--- config.mk ---
export PLATFORM = sky130hd
export DESIGN_NAME = vdp_host_arbiter
export DESIGN_NICKNAME = d
export VERILOG_FILES = /design/src/rtl/vdp_host_pkg.sv /design/src/rtl/vdp_host_arbiter_sync2.sv /design/src/rtl/vdp_host_arbiter.sv
export SDC_FILE = /design/constraint.sdc
export NUM_CORES = 1
export LEC_CHECK = 0
export CAP_MARGIN = 20
export CORE_MARGIN = 3
export CORE_UTILIZATION = 40
export DETAILED_ROUTE_END_ITERATION = 7
export GPL_TIMING_DRIVEN = 0
export PLACE_DENSITY = 0.89
export SYNTH_ARGS = -nofsm -noshare
export SYNTH_HDL_FRONTEND = slang
export SYNTH_SLANG_ARGS = --single-unit
--- constraint.sdc ---
create_clock -name wb_clk_i -period 3.6 [get_ports wb_clk_i]
set_input_delay 0.36 -clock wb_clk_i [delete_from_list [all_inputs] [get_ports wb_clk_i]]
set_output_delay 0.36 -clock wb_clk_i [all_outputs]
set_load 0.02 [all_outputs]
--- src/rtl/vdp_host_pkg.sv ---
// Shared state encoding and constants for the VDP host-bus arbiter.
package vdp_host_pkg;
  typedef enum logic [1:0] {IDLE, ISSUE, WAIT, RESP} state_t;
  localparam logic [7:0]  WB_BASE_DEF  = 8'h30;
  localparam logic [15:0] TIMEOUT_DATA = 16'hFFFF;
endpackage

--- src/rtl/vdp_host_arbiter_sync2.sv ---
// Two-flop synchroniser for the asynchronous debug request level.
module vdp_sync2 (
  input  logic clk,
  input  logic rst,
  input  logic d,
  output logic q
);
  logic meta;

  always_ff @(posedge clk or posedge rst) begin
    if (rst) begin
      meta <= 1'b0;
      q    <= 1'b0;
    end else begin
      meta <= d;
      q    <= meta;
    end
  end
endmodule

--- src/rtl/vdp_host_arbiter.sv ---
// Wishbone / LA-handshake arbiter in front of the VDP host register bus.
module vdp_host_arbiter
  import vdp_host_pkg::*;
#(
  parameter int unsigned ADDR_W  = 8,
  parameter int unsigned RD_LAT  = 2,
  parameter logic [7:0]  WB_BASE = WB_BASE_DEF,
  parameter int unsigned TIMEOUT = 15
) (
  input  logic              wb_clk_i,
  input  logic              wb_rst_i,
  input  logic              wbs_cyc_i,
  input  logic              wbs_stb_i,
  input  logic              wbs_we_i,
  input  logic [3:0]        wbs_sel_i,
  input  logic [31:0]       wbs_adr_i,
  input  logic [31:0]       wbs_dat_i,
  output logic              wbs_ack_o,
  output logic [31:0]       wbs_dat_o,
  input  logic              la_req_i,
  input  logic              la_we_i,
  input  logic [ADDR_W-1:0] la_adr_i,
  input  logic [15:0]       la_dat_i,
  output logic              la_done_o,
  output logic [15:0]       la_dat_o,
  output logic              err_o,
  output logic              vdp_cs_o,
  output logic              vdp_we_o,
  output logic [1:0]        vdp_be_o,
  output logic [ADDR_W-1:0] vdp_adr_o,
  output logic [15:0]       vdp_dat_o,
  input  logic              vdp_ready_i,
  input  logic [15:0]       vdp_dat_i
);
  localparam logic [2:0] LAT_LD = 3'(RD_LAT - 1);
  localparam logic [7:0] TO_MAX = 8'(TIMEOUT);

  state_t      state;
  logic        req_s;
  logic        gnt_la;
  logic        last_la;
  logic        wb_abort;
  logic [2:0]  lat_cnt;
  logic [7:0]  to_cnt;
  logic        wb_req;
  logic        la_req;
  logic        pick_wb;
  logic        wb_hit;
  logic        wb_skip;
  logic        fin_to;
  logic        fin;
  logic        abort_now;
  logic [15:0] fin_dat;
  logic        unused;

  vdp_sync2 u_sync (
    .clk (wb_clk_i),
    .rst (wb_rst_i),
    .d   (la_req_i),
    .q   (req_s)
  );

  assign wb_req    = wbs_cyc_i & wbs_stb_i & ~wbs_ack_o;
  assign la_req    = req_s & ~la_done_o;
  assign pick_wb   = wb_req & (~la_req | last_la);
  assign wb_hit    = wbs_adr_i[31:24] == WB_BASE;
  assign wb_skip   = wbs_we_i & (wbs_sel_i[1:0] == 2'b00);
  assign fin_to    = (state == ISSUE) & ~vdp_ready_i
                   & (to_cnt == TO_MAX);
  assign fin       = fin_to
                   | ((state == ISSUE) & vdp_ready_i & vdp_we_o)
                   | ((state == WAIT) & (lat_cnt == 3'd0));
  assign fin_dat   = fin_to ? TIMEOUT_DATA :
                     (state == WAIT) ? vdp_dat_i : vdp_dat_o;
  assign abort_now = wb_abort | ~wbs_cyc_i;
  assign unused    = ^{wbs_sel_i[3:2], wbs_adr_i[23:ADDR_W+2],
                       wbs_adr_i[1:0], wbs_dat_i[31:16]};

  always_ff @(posedge wb_clk_i or posedge wb_rst_i) begin
    if (wb_rst_i) begin
      state     <= IDLE;
      gnt_la    <= 1'b0;
      last_la   <= 1'b0;
      wb_abort  <= 1'b0;
      lat_cnt   <= 3'd0;
      to_cnt    <= 8'd0;
      wbs_ack_o <= 1'b0;
      wbs_dat_o <= 32'h0;
      la_done_o <= 1'b0;
      la_dat_o  <= 16'h0;
      err_o     <= 1'b0;
      vdp_cs_o  <= 1'b0;
      vdp_we_o  <= 1'b0;
      vdp_be_o  <= 2'b00;
      vdp_adr_o <= '0;
      vdp_dat_o <= 16'h0;
    end else begin
      unique case (state)
        IDLE: begin
          wbs_ack_o <= 1'b0;
          if (pick_wb) begin
            last_la <= 1'b0;
            if (!wb_hit || wb_skip) begin
              // Served locally: ack next cycle, bus untouched
              wbs_ack_o <= 1'b1;
              wbs_dat_o <= 32'h0;
            end else begin
              gnt_la    <= 1'b0;
              wb_abort  <= 1'b0;
              vdp_we_o  <= wbs_we_i;
              vdp_be_o  <= wbs_sel_i[1:0];
              vdp_adr_o <= wbs_adr_i[ADDR_W+1:2];
              vdp_dat_o <= wbs_dat_i[15:0];
              vdp_cs_o  <= 1'b1;
              to_cnt    <= 8'd0;
              state     <= ISSUE;
            end
          end else if (la_req) begin
            last_la   <= 1'b1;
            gnt_la    <= 1'b1;
            wb_abort  <= 1'b0;
            vdp_we_o  <= la_we_i;
            vdp_be_o  <= 2'b11;
            vdp_adr_o <= la_adr_i;
            vdp_dat_o <= la_dat_i;
            vdp_cs_o  <= 1'b1;
            to_cnt    <= 8'd0;
            state     <= ISSUE;
          end
        end
        ISSUE: begin
          if (!gnt_la && !wbs_cyc_i) wb_abort <= 1'b1;
          if (vdp_ready_i) begin
            vdp_cs_o <= 1'b0;
            lat_cnt  <= LAT_LD;
            state    <= WAIT;
          end else if (fin_to) begin
            err_o <= 1'b1;
          end else begin
            to_cnt <= to_cnt + 8'd1;
          end
        end
        WAIT: begin
          if (!gnt_la && !wbs_cyc_i) wb_abort <= 1'b1;
          if (lat_cnt != 3'd0) lat_cnt <= lat_cnt - 3'd1;
        end
        RESP: begin
          if (!gnt_la) begin
            wbs_ack_o <= 1'b0;
            state     <= IDLE;
          end else if (!req_s) begin
            la_done_o <= 1'b0;
            state     <= IDLE;
          end
        end
      endcase
      // Completion overrides the per-state next state
      if (fin) begin
        state    <= RESP;
        vdp_cs_o <= 1'b0;
        if (gnt_la) begin
          la_dat_o  <= fin_dat;
          la_done_o <= 1'b1;
        end else if (!abort_now) begin
          wbs_ack_o <= 1'b1;
          wbs_dat_o <= {16'h0, fin_dat};
        end
      end
    end
  end
endmodule

-- After elaboration in Yosys (flattened, before gate mapping)
Cells that the tools add are included.
- reductions and logical operators: 25
- multiplexer cells: 62
- add/sub/neg operators: 2
- equal/unequal tests: 17
- bitwise operators: 19
- operators by type and width (cell ; number):
    32-bit 2-to-1 mux ; 6
    16-bit 2-to-1 mux ; 5
    8-bit 2-to-1 mux ; 8
    1-bit 2-to-1 mux ; 25
    2-bit 2-to-1 mux ; 10
    8-bit one-hot mux with 2 select lines ; 1
    4-bit != test, second input constant ; 3
    1-bit AND ; 10
    5-bit AND reduction ; 2
    3-bit != test, second input constant ; 3
    3-bit AND reduction ; 3
    8-bit by 1-bit adder with 8-bit output, second input constant ; 1
    8-bit by 4-bit equality test with 1-bit output, second input constant ; 1
    8-bit by 6-bit equality test with 1-bit output, second input constant ; 1
    2-bit != test, second input constant ; 4
    4-bit AND reduction ; 2
    2-bit nonzero test ; 4
    3-bit 2-to-1 mux ; 2
    1-bit one-hot mux with 2 select lines ; 3
    2-bit one-hot mux with 3 select lines ; 1
    3-bit one-hot mux with 2 select lines ; 1
    3-bit nonzero test ; 2
    1-bit NOT ; 5
    2-bit equality test, second input constant ; 2
    other kinds (12) ; 20
- word-level logic and storage cells: 143
- input port bits: 116
- flip-flop bits (word level): 97

-- Depth between registers and ports, before layout
Gate-level depths: netlist (run 1).
- depth after elaboration: 10
- depth in mapped cells: 11
- depth with buffers taken out: 7

-- Modules after synthesis
A second synthesis (run 1) with hierarchy kept.
- cell total of the unflattened synthesis: 421
- area, all modules: 4478.0 µm²
- by module, submodules not included (module ; cells an instance ; instances ; area an instance (µm²)):
    vdp_host_arbiter ; 418 ; 1 ; 4424.2
    vdp_sync2 ; 3 ; 1 ; 53.8

-- Least setup slack after synthesis (run 1)
No wires, ideal clock.
- kind: register to register
- start: reg state[1]
- end: reg la_dat_o[10]
- required time: 3475 ps
- setup time: 125 ps
- setup slack: 1412 ps
- data arrival time: 2063 ps
- stages on the path, launching flop included: 10
- buffers on the path: 3
- path through: dfrtp_1 -> inv_1 -> ha_1 -> nor2b_1 -> buf_2 -> and4_1 -> buf_2 -> o21ai_2 -> buf_4 -> mux2_2
- longest elaborated chain between the ends: 6
- elaborated cells on any way between the ends: 12
- classes of those cells: eq/ne (2); mux (2); bitwise (7); reduce/logical (1)
- RTL lines (what ; line ; text):
    start, declared ; vdp_host_arbiter.sv:38 ; state_t state;
    start signal, assigned ; vdp_host_arbiter.sv:81 ; state <= IDLE;
    start signal, assigned ; vdp_host_arbiter.sv:116 ; state <= ISSUE;
    start signal, assigned ; vdp_host_arbiter.sv:128 ; state <= ISSUE;
    2-bit by 1-bit equality test with 1-bit output ; vdp_host_arbiter.sv:68, vdp_host_arbiter.sv:71 ;
    1-bit AND (on tied branches) ; vdp_host_arbiter.sv:68, vdp_host_arbiter.sv:71 ;
    1-bit AND (on tied branches) ; vdp_host_arbiter.sv:69, vdp_host_arbiter.sv:71 ;
    1-bit OR ; vdp_host_arbiter.sv:71 ; | ((state == ISSUE) & vdp_ready_i & vdp_we_o)
    1-bit OR ; vdp_host_arbiter.sv:72 ; | ((state == WAIT) & (lat_cnt == 3'd0));
    2-bit AND reduction (no line) ; -- ;
    end signal, assigned ; vdp_host_arbiter.sv:162 ; la_dat_o <= fin_dat;
    end, declared ; vdp_host_arbiter.sv:25 ; output logic [15:0] la_dat_o,
Parallel ways exist; a longest one is shown, timed or not.
A chain may end at the register's enable or synchronous reset.

-- Worst setup path in the final report (run 1)
Same ends and word-level chain as after synthesis.

==> results summary, run 1 <==
The flow ran to the end, and the final reports show no timing, DRC or antenna violations. The synthesized netlist devotes 12.88% of its cell area to compound gates. The die outline width came out at 111.9 µm.

The initialized floorplan defines 38 standard-cell rows. The clock arrives with 0.01280 ns of skew. Dividing the final minimum period by the clock period gives 71.50%. The path type of the worst setup path is flop to flop. The most critical setup path has its endpoint at la_dat_o[10]. The finished layout cell area is 6492 µm². After synthesis, the cell types taking the most area are sky130_fd_sc_hd__dfrtp_1 (54%), sky130_fd_sc_hd__mux2i_1 (9.6%), sky130_fd_sc_hd__mux2_2 (4.0%). Setup violations remaining at the end of the flow were counted as 0. STA classifies the critical path endpoint as a flop.

Of the post-synthesis cell area, the dominant cell type holds 54.07%. The count of pins over their slew limit is 0. The weighted congestion at the end of routability-driven global placement came out at 0.8463. The TritonCTS sink count came out at 97. The final critical delay including setup and external delays came out at 2.574 ns. The cell leakage power is 2.815 nW. By area, the combinational part of the netlist is dominated by multiplexers. IR analysis of the VDD net gives a maximum drop of 0.0004246 V.

After synthesis, the mean cell area works out to 11.31 µm². TritonCTS built the clock tree. The area of the die is 12530 µm². Across the run, the number of max-cap violations was 0. The most used flip-flop cell after synthesis is sky130_fd_sc_hd__dfrtp_1. The type of the tightest min-delay check is flop to flop. Once the clock tree was built, the resizer swapped 0 gates to a different size. The clock tree synthesis step divided the H-tree into 3 levels.

The top fanout value on the critical path is 10. In the final layout, flip-flops and latches occupy 2427 µm². The count of antenna diodes in the layout is 0.

The later-pin clock latency in the skew report is 0.36 ns. The required time of the worst setup path came out at 3.84 ns. Summing the areas of all fa, ha and maj instances in the mapped netlist gives 1.951% of the synthesized area. The signed area change from the synthesized netlist to the final layout is 44.62%. The worst register-to-register path begins at state[1]. The sequential area share after synthesis is 54.07%. The power density of the placed cells came out at 756.2 nW/µm².

The number of I/O pins came out at 195. STA classifies the critical path startpoint as a flop. The number of DRC violations after detailed routing is 0. The first global-routing pass estimated 20.73 mm of wire. The mean routed wirelength per cell came out at 17.94 µm. Setup repair after global routing left no endpoint under its margin. The number of global-route vias before repair came out at 4015. The startpoint of the worst setup timing path is state[1]. The clock root buffer is sky130_fd_sc_hd__clkbuf_8. For this run, the detailed router's first-pass iteration total came to 4. The register-to-register setup slack came out at 1.03 ns.

The final net count is 692. The core box area came out at 10890 µm². The die height came out at 111.9 µm. The largest single stage delay on the critical path is 0.43 ns. The upper clock frequency limit is 388.5 MHz. The global-route congestion overflow total is 0. In the routed layout, each cell is associated on average with a via count of 5.272. The multi-input combinational cell area is 1876 µm². The total of buffers placed on input and output ports came out at 160. The effective utilization at floorplan is 41.23%. The actual slew at the worst max-slew pin is 0.8649 ns. In this run the critical register-to-register path is captured at la_dat_o[10].

The post-route netlist has 11.32% of its cells at a drive strength greater than 1. The placed wire-length estimate after detailed placement is 9.804 mm. The violation count after the first detailed-route iteration came out at 207.

The total negative slack is 0 ns. The count of flip-flops with a built-in enable after synthesis came out at 0. The parity-gate share of the synthesized area counting xor and xnor cells came out at 0%. The max-slew headroom at the worst pin is 42.34%. The depth of the worst register-to-register path came out at 9.

Entering global routing, the biggest net connects 53 pins. The buffer count from post-CTS setup fixing came out at 0. The combined global-route utilization of all metal layers came out at 20.62%. The number of antenna violations at the first check in global routing is 0. The number of CTS-inserted buffers is 9. The number of synthesized register bits came out at 97. The count of final hold-check violations came out at 0. For this design, the slowest cell found on the critical path is sky130_fd_sc_hd__dfrtp_1. Summed over all instances, the cell type with the most area after synthesis is sky130_fd_sc_hd__dfrtp_1.

The total routed wirelength is 12.81 mm. The arrival time at the worst endpoint is 2.82 ns. The detailed-route via count came out at 3764. Walking the worst path, the cells encountered are inv_1 -> ha_1 -> nor2b_1 -> buf_2 -> and4_1 -> buf_2 -> o21ai_2 -> buf_4 -> mux2_2.

The warning count from the yosys run is 0. The proportion of synthesized area in mux cells came out at 13.85%. The total of hold buffers inserted after clock tree synthesis came out at 0.

No sink is reached through more buffers than the 2 on the longest clock path. The count of different cell masters after synthesis is 54. Summing the areas of all and, or, nand and nor instances in the mapped netlist gives 13.10% of the synthesized area. The synthesized netlist net count came out at 520. The remaining number of nets flagged by the antenna check after routing is 0.

The cell area after technology mapping came out at 4489 µm². The post-synthesis async set-or-reset flop share came out at 100.0%. The clock-pin slew on the worst setup and hold paths is 0.10 ns. The worst hold margin came out at 0.3574 ns. Among the stages of the critical path, the cell type that occurs most often is sky130_fd_sc_hd__buf_2. After filler insertion, the fill cell instance count of the layout stands at 877.

The cell count after synthesis came out at 397. The placed instance area is 6296 µm².
==> kinds of logic (layout without fill, tap and decap cells) <==
kind of cell	count (synthesis)	after routing
AO/OA/AOI/OAI	85	85
adder cells (fa/ha/maj)	7	7
buffers and inverters	36	213
flip-flops	97	97
multiplexers	60	60
AND/OR/NAND/NOR	112	112
==> registers in the layout (all words and copies together), names as in the netlist, 2 cells and up, named ones only <==
register	cells
vdp_adr_o	8
vdp_be_o	2
wbs_dat_o	32
state	2
lat_cnt	3
la_dat_o	16
vdp_dat_o	16
to_cnt	8
==> worst max-delay path: cells and delay by family (launching register included) <==
kind                     cells  cell delay [ns]
buffers and inverters        4             0.73
flip-flops                   1             0.43
AO/OA/AOI/OAI                1             0.38
multiplexers                 1             0.36
AND/OR/NAND/NOR              2             0.34
adder cells (fa/ha/maj)      1             0.22
==> per-stage QoR <==
stage / util (%) / total power [mW] / std cells / setup slack [ns]
after floorplan: - / 3.138 / 397 / 0.7063
after global placement: 57.55 / 4.117 / 697 / -0.5972
after detailed placement: 57.83 / 4.229 / 698 / 0.8532
after CTS: 59.63 / 4.929 / 714 / 1.016
after global routing: 59.63 / 5.217 / 714 / 0.8361
final: 59.63 / 4.909 / 714 / 1.026
==> per-layer routing <==
metal | wire length [µm] | vias up | global-route usage (%)
met5 | 0 | - | 0
met4 | 339 | 0 | 8.494
met3 | 863 | 27 | 4.457
met2 | 6432 | 156 | 34.69
li1 | - | 1748 | -
met1 | 5171 | 1833 | 25.91
==> cell usage in the layout, fill, tap and decap left out, types with 2 or more instances in the layout <==
master                            Yosys  final
sky130_fd_sc_hd__a22o_1              16     16
sky130_fd_sc_hd__buf_6                2      2
sky130_fd_sc_hd__clkdlybuf4s50_1      0    160
sky130_fd_sc_hd__buf_2               11     11
sky130_fd_sc_hd__buf_4                6      6
sky130_fd_sc_hd__a31oi_1              7      7
sky130_fd_sc_hd__and2_1              17     17
sky130_fd_sc_hd__o22ai_1              2      2
sky130_fd_sc_hd__nor3_1               2      2
sky130_fd_sc_hd__inv_1               13     12
sky130_fd_sc_hd__mux2_2              16     16
sky130_fd_sc_hd__inv_6                0      2
sky130_fd_sc_hd__mux2i_1             43     43
sky130_fd_sc_hd__a21oi_1             30     30
sky130_fd_sc_hd__clkbuf_1             2      2
sky130_fd_sc_hd__dfrtp_1             97     97
sky130_fd_sc_hd__nor2b_1              2      2
sky130_fd_sc_hd__o221ai_1             3      3
sky130_fd_sc_hd__nor2_1              38     38
sky130_fd_sc_hd__nand3b_1             2      2
sky130_fd_sc_hd__ha_1                 7      7
sky130_fd_sc_hd__nand2b_1             3      3
sky130_fd_sc_hd__nand3_1              4      4
sky130_fd_sc_hd__o21ai_0              7      7
sky130_fd_sc_hd__clkbuf_8             0     11
sky130_fd_sc_hd__o211ai_1             2      2
sky130_fd_sc_hd__nand2_1             26     26
sky130_fd_sc_hd__and3_1               4      4
sky130_fd_sc_hd__o31ai_1              7      7
==> final cells by class <==
| class | instances | area share, % |
|---|---|---|
| Buffer | 22 | 2.062 |
| Clock buffer | 11 | 2.332 |
| Clock inverter | 5 | 0.6938 |
| Inverter | 14 | 0.8479 |
| Multi-Input combinational cell | 264 | 28.89 |
| Sequential cell | 97 | 37.39 |
| Tap cell | 140 | 2.698 |
| Timing Repair Buffer | 161 | 25.09 |
==> power by group <==
group	total, mW	internal (mW)	switching (mW)
Clock	0.690	0.300	0.390
Sequential	1.73	1.45	0.276
Combinational	2.49	1.17	1.32
==> worst min path at each step <==
stage	start	end	cells after the start
6_report	u_sync.meta	u_sync.q	0
5_1_grt	u_sync.meta	u_sync.q	0
4_1_cts	u_sync.meta	u_sync.q	0
3_5_place_dp	u_sync.meta	u_sync.q	0
3_3_place_gp	u_sync.meta	u_sync.q	0
2_1_floorplan	u_sync.meta	u_sync.q	0
==> cells in the mapped netlist, types with 2 or more instances <==
cell and n:
sky130_fd_sc_hd__dfrtp_1 97, sky130_fd_sc_hd__mux2i_1 43, sky130_fd_sc_hd__nor2_1 38, sky130_fd_sc_hd__a21oi_1 30, sky130_fd_sc_hd__nand2_1 26, sky130_fd_sc_hd__and2_1 17, sky130_fd_sc_hd__a22o_1 16, sky130_fd_sc_hd__mux2_2 16
sky130_fd_sc_hd__inv_1 13, sky130_fd_sc_hd__buf_2 11, sky130_fd_sc_hd__a31oi_1 7, sky130_fd_sc_hd__ha_1 7, sky130_fd_sc_hd__o21ai_0 7, sky130_fd_sc_hd__o31ai_1 7, sky130_fd_sc_hd__buf_4 6, sky130_fd_sc_hd__and3_1 4
sky130_fd_sc_hd__nand3_1 4, sky130_fd_sc_hd__nand2b_1 3, sky130_fd_sc_hd__o221ai_1 3, sky130_fd_sc_hd__buf_6 2, sky130_fd_sc_hd__clkbuf_1 2, sky130_fd_sc_hd__nand3b_1 2, sky130_fd_sc_hd__nor2b_1 2, sky130_fd_sc_hd__nor3_1 2
sky130_fd_sc_hd__o211ai_1 2, sky130_fd_sc_hd__o22ai_1 2
(Power assumes the default switching activity.)
==> inputs of run 2 (changes only) <==
==> constraint.sdc (replaced) <==
create_clock -name wb_clk_i -period 2.7 [get_ports wb_clk_i]
set_input_delay 0.27 -clock wb_clk_i [delete_from_list [all_inputs] [get_ports wb_clk_i]]
set_output_delay 0.27 -clock wb_clk_i [all_outputs]
set_load 0.02 [all_outputs]
==> run 2 against run 1 <==
Effect of this change:
- core utilization up 0.23 points
- critical endpoint is now wbs_dat_o[15]
- global-route usage rose by 0.35 points
- fmax increased by 4.2%
==> results summary, run 2 (synthesis gave the netlist of run 1 again) <==
The weighted congestion at the end of routability-driven global placement is 0.8790 (was 0.8463). The global-route congestion overflow total was 0 (unchanged). The number of flip-flops in the largest register came out at 32 (unchanged). The final critical delay including setup and external delays is 2.470 ns (was 2.574 ns). The signed area change from the synthesized netlist to the final layout came out at 45.18% (was 44.62%). The layout cell share with drive strength beyond 1 is 11.48% (was 11.32%). The later-pin clock latency in the skew report came out at 0.37 ns (was 0.36 ns). The violation count after the first detailed-route iteration came out at 218 (was 207).

The count of final hold-check violations is 0 (unchanged). The proportion of power drawn by combinational gates is 50.3% (was 50.7%). The path type of the worst setup path is flop to flop (unchanged). The number of detailed-route iterations in the first pass came out at 4 (unchanged).

The effective utilization at floorplan is 41.23% (unchanged). The detailed-route via count is 3742 (was 3764). The switching share of power is 40.42% (was 40.49%). The maximum number of pins on one net before global-route repair was 41 (was 53). The combined global-route utilization of all metal layers is 20.97% (was 20.62%). The core box area came out at 10890 µm² (unchanged). The CTS tree is done (unchanged). The arrival time at the worst endpoint is 2.72 ns (was 2.82 ns). The largest register by flop count is wbs_dat_o (unchanged). The total routed wirelength is 13.00 mm (was 12.81 mm). The area of the die is 12530 µm² (unchanged).

The top fanout value on the critical path is 10 (unchanged). The power density of the placed cells is 1014 nW/µm² (was 756.2 nW/µm²). The count of antenna diodes in the layout came out at 0 (unchanged). The upper clock frequency limit came out at 404.9 MHz (was 388.5 MHz). The final net count came out at 693 (was 692). The number of DRC violations after detailed routing came to 0 (unchanged).

The actual slew at the worst max-slew pin came out at 0.8609 ns (was 0.8649 ns). The clock-pin slew on the worst setup and hold paths came out at 0.10 ns (about the same). The number of global-route vias before repair is 3981 (was 4015).

The die outline width was 111.9 µm (unchanged). The count of pins over their slew limit came out at 0 (unchanged). The remaining number of nets flagged by the antenna check after routing came out at 0 (unchanged).

The reported net switching power is 2.672 mW (was 1.988 mW). The die height came to 111.9 µm (unchanged). The number of placement rows is 38 (unchanged). The share of total power in the clock network is 14.7% (was 14.1%).

The total negative slack was 0 ns (unchanged). The detailed-route vias per instance came out at 5.234 (was 5.272). The kind of start point of the critical path was a flop (unchanged). The sort of element at the end of the critical path was a flop (unchanged). The placed wire-length estimate after detailed placement is 10.06 mm (was 9.804 mm). The cell leakage power came to 2.822 nW (was 2.815 nW). The worst clock skew on the final layout came to 0.01851 ns (was 0.01280 ns). The total of endpoints with negative setup slack in the final report is 0 (unchanged). RSZ-0062 raised after global routing: no (unchanged). The maximum clock path buffer count was 2 (unchanged). Commonest cells after routing, fill and taps aside: sky130_fd_sc_hd__clkdlybuf4s50_1 (160), sky130_fd_sc_hd__dfrtp_1 (97), sky130_fd_sc_hd__mux2i_1 (43), sky130_fd_sc_hd__nor2_1 (38), sky130_fd_sc_hd__a21oi_1 (30) (unchanged). The number of filler cells placed in the layout is 883 (was 877). The most common cell after layout, fill and taps aside is sky130_fd_sc_hd__clkdlybuf4s50_1 (unchanged). The TritonCTS sink count is 97 (unchanged). The buffer count from post-CTS setup fixing came to 0 (unchanged). Largest registers: wbs_dat_o x32, la_dat_o x16, vdp_dat_o x16 (unchanged). Run status: finished clean (unchanged). The required time of the worst setup path is 2.95 ns (was 3.84 ns). The period utilization was 91.47% (was 71.50%). The worst hold margin was 0.2644 ns (was 0.3574 ns). The number of I/O pins came out at 195 (unchanged). The type of the tightest min-delay check is primary input to asynchronous set/reset pin (was flop to flop). The first-pass GRT wire length is 20.80 mm (was 20.73 mm). The cell-internal power came to 3.939 mW (was 2.921 mW). The H-tree depth came out at 3 (unchanged). The total of buffers placed on input and output ports came out at 160 (unchanged). The number of CTS-inserted buffers came to 9 (unchanged).

The register share of total power came to 35.0% (was 35.2%). The max-slew headroom at the worst pin is 42.00% (was 42.34%). The worst-case vdd ir drop is 0.0004823 V (was 0.0004246 V).

The mean routed wirelength per cell came out at 18.18 µm (was 17.94 µm). The clock root buffer is sky130_fd_sc_hd__clkbuf_8 (unchanged). The number of maximum-capacitance constraint violations came out at 0 (unchanged). The number of antenna violations at the first check in global routing came to 0 (unchanged).
[run 2: cell count changes in the layout (fill, tap and decap cells not counted)]
cell,change
sky130_fd_sc_hd__inv_4,-1
sky130_fd_sc_hd__o21ai_2,-1
sky130_fd_sc_hd__clkinv_4,-1
sky130_fd_sc_hd__buf_12,+2
sky130_fd_sc_hd__clkbuf_8,-2
sky130_fd_sc_hd__clkinv_2,+2
sky130_fd_sc_hd__o21ai_4,+1
sky130_fd_sc_hd__buf_16,-1
sky130_fd_sc_hd__bufinv_16,+1
sky130_fd_sc_hd__clkinvlp_4,+1
[run 2: area by class of cell]
type / instances / area (µm²) / share of cell area [%]
flip-flops and latches: 97 / 2427 / 37.24
repair buffers: 162 / 1642 / 25.19
plain buffers: 22 / 133.9 / 2.054
multi-input cells: 264 / 1883 / 28.89
clock inverters: 7 / 76.32 / 1.171
well taps: 140 / 175.2 / 2.688
clock buffers: 9 / 123.9 / 1.901
inverters: 14 / 56.30 / 0.8639
[run 2: timing repair]
action,in CTS,in global routing
gates resized for setup,0,1
hold buffers,0,0
endpoints found under the setup margin,0,9
[run 2: per-layer routing]
metal,vias up,share of wire [%],routed length (µm),GRT usage [%]
li1,1750,-,-,-
met1,1818,39,5073,25.45
met2,151,51,6646,35.45
met3,23,7.4,964,5.761
met4,0,2.4,313,8.494
met5,-,0,0,0
[run 2: stage by stage]
step | instances | util (%) | total power [mW] | worst slack, ns | instance area [µm²]
5_1_grt | 715 | 59.86 | 7.021 | 0.08372 | 6518
3_5_place_dp | 699 | 57.95 | 5.652 | 0.03647 | 6310
2_1_floorplan | 397 | - | 4.185 | 0.5122 | 4493
4_1_cts | 715 | 59.79 | 6.622 | 0.1454 | 6510
6_report | 715 | 59.86 | 6.611 | 0.2302 | 6518
3_3_place_gp | 697 | 57.58 | 5.495 | 0.1014 | 6270
[run 2: path summary, 6_finish.rpt]
kind                            endpoint   startpoint  depth (start not counted)  slack, ns
min                         wbs_dat_o[5]     wb_rst_i                          2       0.26
min reg2reg                     u_sync.q  u_sync.meta                          0       0.38
min in group wb_clk_i        u_sync.meta     la_req_i                          1       0.36
max reg2reg                wbs_dat_o[15]     state[1]                         11       0.23
max in group asynchronous   vdp_adr_o[2]     wb_rst_i                          3       1.88
max                        wbs_dat_o[15]     state[1]                         11       0.23
[run 2: critical path, stage by stage, from the launching register on]
cell	delay, ns
sky130_fd_sc_hd__dfrtp_1	0.43
sky130_fd_sc_hd__inv_1	0.10
sky130_fd_sc_hd__ha_1	0.19
sky130_fd_sc_hd__nor2b_1	0.13
sky130_fd_sc_hd__buf_2	0.22
sky130_fd_sc_hd__and4_1	0.21
sky130_fd_sc_hd__buf_2	0.19
sky130_fd_sc_hd__o211a_1	0.15
sky130_fd_sc_hd__buf_2	0.23
sky130_fd_sc_hd__nor2b_4	0.10
sky130_fd_sc_hd__buf_4	0.18
sky130_fd_sc_hd__a22o_1	0.23
[run 2: power groups by stage]
| stage | sequential, mW | combinational [mW] | clock (mW) |
|---|---|---|---|
| floorplan | 2.73 | 1.45 | 0 |
| global placement | 2.30 | 3.20 | 0 |
| detailed placement | 2.33 | 3.32 | 0 |
| CTS | 2.31 | 3.33 | 0.990 |
| global route | 2.37 | 3.59 | 1.05 |
| finish | 2.31 | 3.32 | 0.975 |
==> inputs of run 3 (changes only) <==
--- a/config.mk
+++ b/config.mk
@@ -11,6 +11,8 @@
 export DETAILED_ROUTE_END_ITERATION = 7
 export GPL_TIMING_DRIVEN = 0
 export PLACE_DENSITY = 0.89
+export SLEW_MARGIN = 15
 export SYNTH_ARGS = -nofsm -noshare
 export SYNTH_HDL_FRONTEND = slang
 export SYNTH_SLANG_ARGS = --single-unit
+export TNS_END_PERCENT = 30
==> run 3 against run 2 <==
Effect of this change:
- wire length shrank 1.5%
- hold slack improved by 0.061 ns
- first-iteration DRC count up 36%
- combinational power hardly changed
- sequential cell count unchanged
- register-to-register slack barely moved
- clock skew fell by 0.0044 ns
- largest power group unchanged
- highest routed layer unchanged
==> results summary, run 3 (synthesis gave the netlist of run 1 again) <==
The final critical delay including setup and external delays is 2.482 ns (was 2.470 ns). The global-route congestion overflow total is 0 (unchanged). The number of flip-flops in the largest register is 32 (unchanged). The CTS tree is done (unchanged). The end of the worst register-to-register path is wbs_dat_o[2] (was wbs_dat_o[15]).

The later-pin clock latency in the skew report is 0.37 ns (about the same). The utilization of the core after routing is 59.87% (was 59.86%). The total routed wirelength is 12.80 mm (was 13.00 mm). Commonest cells after routing, fill and taps aside: sky130_fd_sc_hd__clkdlybuf4s50_1 (160), sky130_fd_sc_hd__dfrtp_1 (97), sky130_fd_sc_hd__mux2i_1 (43), sky130_fd_sc_hd__nor2_1 (38), sky130_fd_sc_hd__a21oi_1 (30) (unchanged). The arrival time at the worst endpoint is 2.75 ns (was 2.72 ns). The effective utilization at floorplan was 41.23% (unchanged). The H-tree depth is 3 (unchanged). The clock-pin slew on the worst setup and hold paths came out at 0.09 ns (was 0.10 ns). The maximum clock path buffer count is 2 (unchanged). The die height is 111.9 µm (unchanged). The remaining number of nets flagged by the antenna check after routing is 0 (unchanged). The total negative slack came out at 0 ns (unchanged). The worst clock skew on the final layout came out at 0.01407 ns (was 0.01851 ns). The required time of the worst setup path is 2.97 ns (was 2.95 ns). The count of final hold-check violations came out at 0 (unchanged). The weighted congestion at the end of routability-driven global placement came out at 0.8790 (unchanged). The most common cell after layout, fill and taps aside was sky130_fd_sc_hd__clkdlybuf4s50_1 (unchanged). The detailed-route vias per instance came out at 5.309 (was 5.234). The core box area was 10890 µm² (unchanged).

The total of hold buffers inserted after clock tree synthesis came out at 0 (unchanged). Largest registers: wbs_dat_o x32, la_dat_o x16, vdp_dat_o x16 (unchanged). The upper clock frequency limit came to 402.8 MHz (was 404.9 MHz). The number of global-route vias before repair is 3983 (was 3981). The die outline width came to 111.9 µm (unchanged). The sort of element at the end of the critical path is a flop (unchanged).

The actual slew at the worst max-slew pin came out at 0.8045 ns (was 0.8609 ns). The standard cell with the maximum stage delay on the critical path is sky130_fd_sc_hd__dfrtp_1 (unchanged). The biggest cell delay along the critical path is 0.42 ns (was 0.43 ns).

The total of endpoints with negative setup slack in the final report is 0 (unchanged). The largest register by flop count was wbs_dat_o (unchanged). The violation count after the first detailed-route iteration is 296 (was 218). The reg-to-reg critical path startpoint is state[1] (unchanged). The max-slew headroom at the worst pin is 46.36% (was 42.00%). The number of CTS-inserted buffers was 9 (unchanged). The TritonCTS sink count is 97 (unchanged). The power density of the placed cells came out at 1012 nW/µm² (was 1014 nW/µm²). The kind of start point of the critical path is a flop (unchanged). The area of the die is 12530 µm² (unchanged). The maximum number of pins on one net before global-route repair is 38 (was 41). The placed wire-length estimate after detailed placement came to 10.00 mm (was 10.06 mm). The number of I/O pins came out at 195 (unchanged).

Run status: finished clean (unchanged). The signed area change from the synthesized netlist to the final layout came out at 45.21% (was 45.18%). The path type of the worst setup path was flop to flop (unchanged). The number of detailed-route iterations in the first pass is 5 (was 4). The number of antenna violations at the first check in global routing came to 0 (unchanged). The register-to-register setup slack is 0.22 ns (was 0.23 ns). The cell repeated most along the worst path is sky130_fd_sc_hd__buf_2 (unchanged).

The mean routed wirelength per cell was 17.91 µm (was 18.18 µm). The total of buffers placed on input and output ports came out at 160 (unchanged). The layout cell share with drive strength beyond 1 is 11.30% (was 11.48%). The number of placement rows is 38 (unchanged). The number of DRC violations after detailed routing is 0 (unchanged).

RSZ-0062 raised after global routing: no (unchanged). The worst-case vdd ir drop is 0.0004263 V (was 0.0004823 V). The clock root buffer is sky130_fd_sc_hd__clkbuf_8 (unchanged). The first-pass GRT wire length is 20.91 mm (was 20.80 mm). The detailed-route via count is 3796 (was 3742).

The final net count is 693 (unchanged). The period utilization is 91.94% (was 91.47%). The top fanout value on the critical path is 10 (unchanged). The combined global-route utilization of all metal layers came out at 21.12% (was 20.97%). The type of the tightest min-delay check is primary input to asynchronous set/reset pin (unchanged). The number of maximum-capacitance constraint violations is 0 (unchanged).

Cell Chain, Critical Path: inv_1 -> ha_1 -> nor2b_1 -> buf_2 -> and4_1 -> buf_2 -> o211a_1 -> buf_2 -> nor2b_4 -> buf_4 -> a22o_1 (unchanged). The count of antenna diodes in the layout is 0 (unchanged). The depth of the worst register-to-register path came to 11 (unchanged). The count of pins over their slew limit came out at 0 (unchanged). The cell leakage power came out at 2.820 nW (was 2.822 nW).
run 3: changes by cell type in the layout (fill, tap and decap cells not counted):
cell,previous run,this run
sky130_fd_sc_hd__clkbuf_1,2,3
sky130_fd_sc_hd__clkinv_2,2,1
sky130_fd_sc_hd__inv_8,1,0
sky130_fd_sc_hd__clkbuf_8,9,10
run 3: worst max path at each step:
stage / start / to / depth (start not counted)
5_1_grt: state[1] / wbs_dat_o[15] / 11
6_report: state[1] / wbs_dat_o[2] / 11
4_1_cts: state[1] / la_dat_o[7] / 9
2_1_floorplan: state[1] / la_dat_o[10] / 9
3_3_place_gp: vdp_ready_i / la_dat_o[9] / 8
3_5_place_dp: vdp_ready_i / la_dat_o[7] / 8
run 3: final cells by class:
cell class | count | area, µm²
Timing Repair Buffer | 162 | 1642
Clock inverter | 5 | 60.06
Sequential cell | 97 | 2427
Clock buffer | 11 | 141.4
Inverter | 14 | 56.30
Fill cell | 893 | 4369
Multi-Input combinational cell | 264 | 1883
Tap cell | 140 | 175.2
Buffer | 22 | 133.9
run 3: report_power, final:
group | switching [mW] | internal, mW
Sequential | 0.373 | 1.94
Combinational | 1.75 | 1.56
Clock | 0.513 | 0.459
Total | 2.64 | 3.96
run 3: per-layer routing:
| metal | vias to the layer above | global-route usage (%) | part of all wire [%] |
|---|---|---|---|
| met1 | 1864 | 25.39 | 38 |
| met3 | 18 | 5.707 | 8.1 |
| met2 | 166 | 36.05 | 51 |
| met5 | - | 0 | 0 |
| met4 | 0 | 8.494 | 2.0 |
| li1 | 1748 | - | - |
run 3: timing repair:
action	in CTS	in global routing
setup buffers	0	0
setup endpoints to repair	0	8
gates resized for setup	0	1
run 3: through the flow:
stage,std cells,setup WS [ns],power (mW),cell area (µm²),hold slack (ns)
5_1_grt,715,0.07388,7.023,6519,0.3529
4_1_cts,715,0.1655,6.626,6511,0.3340
3_5_place_dp,699,0.06034,5.642,6310,0.3596
2_1_floorplan,397,0.5122,4.185,4493,0.3014
3_3_place_gp,697,0.1014,5.495,6270,0.3366
6_report,715,0.2177,6.594,6519,0.3253
run 3: critical path, delay by kind of cell, from the launching register on:
| family | cells | cell delay (ns) |
|---|---|---|
| compound gates | 2 | 0.39 |
| fa+ha+maj | 1 | 0.19 |
| buf+inv | 5 | 0.94 |
| flops | 1 | 0.42 |
| simple gates | 3 | 0.45 |
